$ cat config.mk
export PLATFORM = sky130hd
export DESIGN_NAME = regfile_write_arbiter_flat
export DESIGN_NICKNAME = d
export VERILOG_FILES = /design/src/rtl/regfile_write_arbiter_if.sv /design/src/rtl/regfile_write_arbiter.sv /design/src/flat_wrapper.sv
export SDC_FILE = /design/constraint.sdc
export NUM_CORES = 1
export LEC_CHECK = 0
export BUFFER_PORTS_ARGS = -buffer_cell sky130_fd_sc_hd__buf_2
export CAP_MARGIN = 0
export CORE_UTILIZATION = 39
export CTS_BUF_LIST = sky130_fd_sc_hd__clkbuf_8
export CTS_CLUSTER_SIZE = 14
export DETAILED_ROUTE_END_ITERATION = 7
export PLACE_DENSITY_LB_ADDON = 0.05
export SLEW_MARGIN = 20
export SYNTH_ARGS = -nofsm -noshare
export SYNTH_HDL_FRONTEND = slang
export SYNTH_SLANG_ARGS = --single-unit
$ cat constraint.sdc
create_clock -name clock -period 1.85 [get_ports clock]
set_input_delay 0.37 -clock clock [delete_from_list [all_inputs] [get_ports clock]]
set_output_delay 0.37 -clock clock [all_outputs]
set_load 0.01 [all_outputs]
$ cat src/rtl/regfile_write_arbiter_if.sv
// Write-source and regfile write-port bundle for the register-file write arbiter.
// master: the requesting side (writeback, multdiv, IO); slave: the arbiter itself.
interface regfile_write_arbiter_if;
    localparam int unsigned REG_W  = 5;
    localparam int unsigned DATA_W = 32;

    logic              wb_we;
    logic [REG_W-1:0]  wb_reg;
    logic [DATA_W-1:0] wb_data;

    logic              md_valid;
    logic              md_ready;
    logic [REG_W-1:0]  md_reg;
    logic [DATA_W-1:0] md_data;

    logic              io_valid;
    logic              io_ready;
    logic [REG_W-1:0]  io_reg;
    logic [DATA_W-1:0] io_data;

    logic              stall_pipe;
    logic              ctrl_writeEnable;
    logic [REG_W-1:0]  ctrl_writeReg;
    logic [DATA_W-1:0] data_writeReg;
    logic [1:0]        grant_src;

    modport master (
        output wb_we, wb_reg, wb_data,
        output md_valid, md_reg, md_data,
        output io_valid, io_reg, io_data,
        input  md_ready, io_ready,
        input  stall_pipe, ctrl_writeEnable, ctrl_writeReg, data_writeReg, grant_src
    );

    modport slave (
        input  wb_we, wb_reg, wb_data,
        input  md_valid, md_reg, md_data,
        input  io_valid, io_reg, io_data,
        output md_ready, io_ready,
        output stall_pipe, ctrl_writeEnable, ctrl_writeReg, data_writeReg, grant_src
    );
endinterface

$ cat src/rtl/regfile_write_arbiter.sv
// Arbitrates the single regfile write port between writeback, multdiv and IO.
// Writeback has priority; md/io alternate and a one-cycle pipeline stall bounds their wait.
module regfile_write_arbiter #(
    parameter int unsigned STARVE_LIMIT = 4
) (
    input logic                    clock,
    input logic                    reset,
    regfile_write_arbiter_if.slave bus
);
    localparam int unsigned REG_W  = 5;
    localparam int unsigned DATA_W = 32;
    localparam int unsigned CNT_W  = $clog2(STARVE_LIMIT + 1);

    localparam logic [1:0] SRC_NONE = 2'b00;
    localparam logic [1:0] SRC_WB   = 2'b01;
    localparam logic [1:0] SRC_MD   = 2'b10;
    localparam logic [1:0] SRC_IO   = 2'b11;

    logic              rr_md_q, rr_md_nxt;
    logic [CNT_W-1:0]  wait_q, wait_nxt;
    logic              stall_q, stall_nxt;
    logic              we_q, we_nxt;
    logic [REG_W-1:0]  reg_q, reg_nxt;
    logic [DATA_W-1:0] data_q, data_nxt;
    logic [1:0]        src_q, src_nxt;

    logic wb_win, side_valid, md_sel, md_go, io_go;

    // Grant selection and next-state of pointer, starvation counter and write port
    always_comb begin
        rr_md_nxt = rr_md_q;
        wait_nxt  = wait_q;
        stall_nxt = 1'b0;
        we_nxt    = 1'b0;
        reg_nxt   = reg_q;
        data_nxt  = data_q;
        src_nxt   = SRC_NONE;

        wb_win     = !stall_q && bus.wb_we && (bus.wb_reg != REG_W'(0));
        side_valid = bus.md_valid || bus.io_valid;
        md_sel     = bus.md_valid && (!bus.io_valid || rr_md_q);
        // No acceptance while reset is held, so requesters retry after release
        md_go      = !reset && !wb_win && md_sel;
        io_go      = !reset && !wb_win && bus.io_valid && !md_sel;

        if (wb_win) begin
            we_nxt   = 1'b1;
            reg_nxt  = bus.wb_reg;
            data_nxt = bus.wb_data;
            src_nxt  = SRC_WB;
        end else if (md_go) begin
            we_nxt    = (bus.md_reg != REG_W'(0));
            reg_nxt   = bus.md_reg;
            data_nxt  = bus.md_data;
            src_nxt   = SRC_MD;
            rr_md_nxt = 1'b0;
        end else if (io_go) begin
            we_nxt    = (bus.io_reg != REG_W'(0));
            reg_nxt   = bus.io_reg;
            data_nxt  = bus.io_data;
            src_nxt   = SRC_IO;
            rr_md_nxt = 1'b1;
        end

        if (!side_valid || md_go || io_go) begin
            wait_nxt = CNT_W'(0);
        end else if (wb_win) begin
            wait_nxt = wait_q + CNT_W'(1);
        end

        // Stalling forces a side grant next cycle, which clears the counter again
        stall_nxt = side_valid && wb_win && (wait_q == CNT_W'(STARVE_LIMIT - 1));
    end

    always_ff @(posedge clock or posedge reset) begin
        if (reset) begin
            rr_md_q <= 1'b1;
            wait_q  <= CNT_W'(0);
            stall_q <= 1'b0;
            we_q    <= 1'b0;
            reg_q   <= REG_W'(0);
            data_q  <= DATA_W'(0);
            src_q   <= SRC_NONE;
        end else begin
            rr_md_q <= rr_md_nxt;
            wait_q  <= wait_nxt;
            stall_q <= stall_nxt;
            we_q    <= we_nxt;
            reg_q   <= reg_nxt;
            data_q  <= data_nxt;
            src_q   <= src_nxt;
        end
    end

    assign bus.md_ready         = md_go;
    assign bus.io_ready         = io_go;
    assign bus.stall_pipe       = stall_q;
    assign bus.ctrl_writeEnable = we_q;
    assign bus.ctrl_writeReg    = reg_q;
    assign bus.data_writeReg    = data_q;
    assign bus.grant_src        = src_q;
endmodule

$ cat src/flat_wrapper.sv
// flat-port wrapper written by rule: the top's interface ports become plain ports
module regfile_write_arbiter_flat 
#(
    parameter int unsigned STARVE_LIMIT = 4
)
  (clock, reset, bus_wb_we, bus_wb_reg, bus_wb_data, bus_md_valid, bus_md_reg, bus_md_data, bus_io_valid, bus_io_reg, bus_io_data, bus_md_ready, bus_io_ready, bus_stall_pipe, bus_ctrl_writeEnable, bus_ctrl_writeReg, bus_data_writeReg, bus_grant_src);
  regfile_write_arbiter_if bus_i ();
  input logic clock;
  input logic reset;
  input wire logic [$bits(bus_i.wb_we)-1:0] bus_wb_we;
  input wire logic [$bits(bus_i.wb_reg)-1:0] bus_wb_reg;
  input wire logic [$bits(bus_i.wb_data)-1:0] bus_wb_data;
  input wire logic [$bits(bus_i.md_valid)-1:0] bus_md_valid;
  input wire logic [$bits(bus_i.md_reg)-1:0] bus_md_reg;
  input wire logic [$bits(bus_i.md_data)-1:0] bus_md_data;
  input wire logic [$bits(bus_i.io_valid)-1:0] bus_io_valid;
  input wire logic [$bits(bus_i.io_reg)-1:0] bus_io_reg;
  input wire logic [$bits(bus_i.io_data)-1:0] bus_io_data;
  output wire logic [$bits(bus_i.md_ready)-1:0] bus_md_ready;
  output wire logic [$bits(bus_i.io_ready)-1:0] bus_io_ready;
  output wire logic [$bits(bus_i.stall_pipe)-1:0] bus_stall_pipe;
  output wire logic [$bits(bus_i.ctrl_writeEnable)-1:0] bus_ctrl_writeEnable;
  output wire logic [$bits(bus_i.ctrl_writeReg)-1:0] bus_ctrl_writeReg;
  output wire logic [$bits(bus_i.data_writeReg)-1:0] bus_data_writeReg;
  output wire logic [$bits(bus_i.grant_src)-1:0] bus_grant_src;
  assign bus_i.wb_we = bus_wb_we;
  assign bus_i.wb_reg = bus_wb_reg;
  assign bus_i.wb_data = bus_wb_data;
  assign bus_i.md_valid = bus_md_valid;
  assign bus_i.md_reg = bus_md_reg;
  assign bus_i.md_data = bus_md_data;
  assign bus_i.io_valid = bus_io_valid;
  assign bus_i.io_reg = bus_io_reg;
  assign bus_i.io_data = bus_io_data;
  assign bus_md_ready = bus_i.md_ready;
  assign bus_io_ready = bus_i.io_ready;
  assign bus_stall_pipe = bus_i.stall_pipe;
  assign bus_ctrl_writeEnable = bus_i.ctrl_writeEnable;
  assign bus_ctrl_writeReg = bus_i.ctrl_writeReg;
  assign bus_data_writeReg = bus_i.data_writeReg;
  assign bus_grant_src = bus_i.grant_src;
  regfile_write_arbiter #(.STARVE_LIMIT(STARVE_LIMIT)) u_core (.clock(clock), .reset(reset), .bus(bus_i));
endmodule
==> results_dict.tcl <==
set metrics [dict create \
    ys_types 30 \
    tritoncts_buffers 5 \
    ys.flop_type "sky130_fd_sc_hd__dfrtp_1" \
    timing.final.setup_violations 2 \
    dp_cells 479 \
    grt_pass1_vias 2424 \
    critPathSlowestCell "sky130_fd_sc_hd__or4_4" \
    yosysTopAreaCell "sky130_fd_sc_hd__dfrtp_1" \
    unrepaired_setup_endpoints_after_global_routing "true" \
    synthesis_to_layout_area_growth_pct 43.0 \
    fin_util_pct 58.2 \
    finish.cell_count_without_fillers 487 \
    power_density_nw_per_um2 775 \
    die_area_sq_um 6580 \
    finalCritPeriodShare_pct 102 \
    finalWirelength_um 7220 \
    drc 0 \
    synth-edff-count 0 \
    timing.hold.ws_ns 0.274 \
    core_sq_um 5990 \
    drt.antenna.violating_nets 0 \
    fp.dieW_um 81.1 \
    synth_warnings 0 \
    ys_seq_elements 45 \
    synthTopCellsByArea "sky130_fd_sc_hd__dfrtp_1 (45%), sky130_fd_sc_hd__o32a_1 (15%), sky130_fd_sc_hd__o22ai_1 (8.2%)" \
    slowest_stage_delay_on_critical_path_ns 0.53 \
    violated_checks "setup timing" \
    power.ir.vdd_worst_mv 0.317 \
    outcome "complete, but fails checks" \
    antenna_cells 0 \
    post_synth.cell_area_avg_sq_um 9.50 \
    top_count_cell_post_synth "sky130_fd_sc_hd__dfrtp_1" \
    crit_path_end_kind "output port" \
    finalClockSkew_ns 0.00681 \
    synth_top_area_share_pct 45.1 \
    timing_max_transition_violations_final 0 \
    cts-htree-levels 2 \
    seq_area_frac_synth_pct 46.2 \
    grt_ovf 0 \
    grt_start_max_net_pins 48 \
    final-hold-violation-count 0 \
    measured_slew_at_the_worst_slew_check_pin_ns 0.884 \
    async_reset_ff_share_pct 100 \
    clock_sink_count 45 \
    timing.critical_path.required_ns 1.48 \
    holdBufCountCts 0 \
    cts-root-to-sink-buffers 2 \
    clock-root-buffer "sky130_fd_sc_hd__clkbuf_8" \
    cap_violations 0 \
    rows 28 \
    total_leakage_power_uw 0.00167 \
    wl_per_cell_um 14.8 \
    layout_filler_cell_count 580 \
    post-route-min-period_ns 1.88 \
    hp-class "input pin to register" \
    crit_path_max_fanout 4 \
    dp_slack_ns -0.0372 \
    quantity_of_i_o_buffers_inserted_on_ports 158 \
    ports_placed_on_the_boundary 159 \
    setup_ws_ns -0.0304 \
    global_route_wire_length_before_repair_um 11400 \
    start_util_pct 40.7 \
    hpwl_um 5330 \
    crit_chain "buf_6 -> or4_4 -> o21a_4 -> nor3_2 -> buf_2" \
    achievable-frequency_ghz 0.532 \
    track_usage_pct 22.9 \
    arrival_ns 1.51 \
    finalNetCount 529 \
    syn-num-nets 375 \
    dr.first_iter.drc_count 100 \
    clock_transition_time_at_the_flip_flop_clock_pins_of_the_worst_setup_and_hold_paths_ns 0.08 \
    antenna_violations_before_repair 0 \
    start_kind "input pin" \
    die_height_um 81.1 \
    routed_via_density 5.33 \
    finalWeightedCongestion 0.872 \
    firstDrtPassIters 4 \
    slew_headroom_pct 41.0 \
    synth_cells 257 \
    clk-insertion-delay-late_ns 0.29 \
    total_power_uw 2710 \
    postCtsSetupBuffers 0 \
    tritoncts "done" \
    routed_vias 2596 \
    post_synth_most_frequent_cells "sky130_fd_sc_hd__dfrtp_1 (44), sky130_fd_sc_hd__nand2_1 (43), sky130_fd_sc_hd__o32a_1 (37)" \
    netlist_area_sq_um 2440 \
    final_layout_size_suffix_gt1_share_pct 46.8 \
    critPathKind "input pin to output port" \
]
## flip-flops by register name, summed over array words and instances (netlist names)
name and flops:
u_core.wait_q 3, u_core.bus.data_writeReg 32, u_core.rr_md_q 1, u_core.bus.ctrl_writeReg 5, u_core.bus.grant_src 2, u_core.bus.ctrl_writeEnable 1
u_core.bus.stall_pipe 1
## kinds of logic (layout without fill, tap and decap cells)
family                   Yosys count  after routing  synth area share, %
AO/OA/AOI/OAI                    116            116                 34.7
AND/OR/NAND/NOR                   63             63                 11.7
buffers and inverters             31            186                 6.36
adder cells (fa/ha/maj)            2              2                 1.02
flip-flops                        45             45                 46.2
## area by class of cell
type                    instances  area (sq um)  area share [%]
well taps                      75          93.8            2.69
multi-input cells             181          1170            33.5
flip-flops and latches         45          1130            32.3
repair buffers                175           968            27.8
clock buffers                   6          82.6            2.37
clock inverters                 2          33.8           0.968
inverters                       3          15.0           0.430
## per-layer routing
metal / track usage (%) / part of all wire [%] / vias to the layer above
li1: - / - / 1300
met1: 29.2 / 44 / 1187
met2: 39.4 / 49 / 101
met3: 4.72 / 6.3 / 8
met4: 6.07 / 1.3 / 0
met5: 0 / 0 / -
## critical path: cells and delay by family
kind            cells  cell delay (ns)
compound gates      1             0.24
buf+inv             2             0.24
simple gates        2             0.67
## repair_timing
item / in CTS / in global routing
pin swaps: 1 / 0
resized for setup: 1 / 1
endpoints found under the setup margin: 2 / 2
## placed cells by master, fill, tap and decap left out, types with 2 or more instances in the layout
master                     netlist  routed
sky130_fd_sc_hd__o22ai_1        32      32
sky130_fd_sc_hd__o221ai_1        5       5
sky130_fd_sc_hd__or4_1           2       2
sky130_fd_sc_hd__ha_1            2       2
sky130_fd_sc_hd__o21ai_1        20      20
sky130_fd_sc_hd__nand3_1         3       3
sky130_fd_sc_hd__inv_1           2       2
sky130_fd_sc_hd__a21oi_1         4       4
sky130_fd_sc_hd__o32a_1         37      37
sky130_fd_sc_hd__buf_2           5     156
sky130_fd_sc_hd__dfrtp_1        44      44
sky130_fd_sc_hd__buf_12          0       3
sky130_fd_sc_hd__buf_6           4       2
sky130_fd_sc_hd__clkbuf_8        0       6
sky130_fd_sc_hd__o21ai_0        14      14
sky130_fd_sc_hd__nor2_1          5       4
sky130_fd_sc_hd__nand2b_1        3       3
sky130_fd_sc_hd__nand2_1        43      43
sky130_fd_sc_hd__buf_4           0      14
## worst paths after layout
path / startpoint / endpoint / slack, ns / depth (start not counted)
hold reg to reg: u_core.wait_q[1] / u_core.wait_q[1] / 0.56 / 2
min in group asynchronous: reset / u_core.wait_q[0] / 0.46 / 3
hold / removal: bus_wb_data[30] / u_core.bus.data_writeReg[30] / 0.27 / 3
setup / recovery: bus_wb_reg[3] / bus_io_ready / -0.03 / 5
max in group asynchronous: reset / u_core.bus.data_writeReg[20] / 0.90 / 4
setup reg to reg: u_core.rr_md_q / u_core.bus.data_writeReg[20] / 0.31 / 5
## report_power, final
part           internal (uW)  total (uW)  switching (uW)
Clock                    435         742             308
Sequential              1100        1160            60.6
Combinational            390         800             410
Total                   1930        2710             778
## stage by stage
stage	setup TNS, ns	area (sq um)
floorplan	0	2450
global placement	-0.0237	3360
detailed placement	-0.116	3360
CTS	-0.0528	3480
global route	-0.113	3490
finish	-0.0500	3490
(Power assumes the default switching activity.)
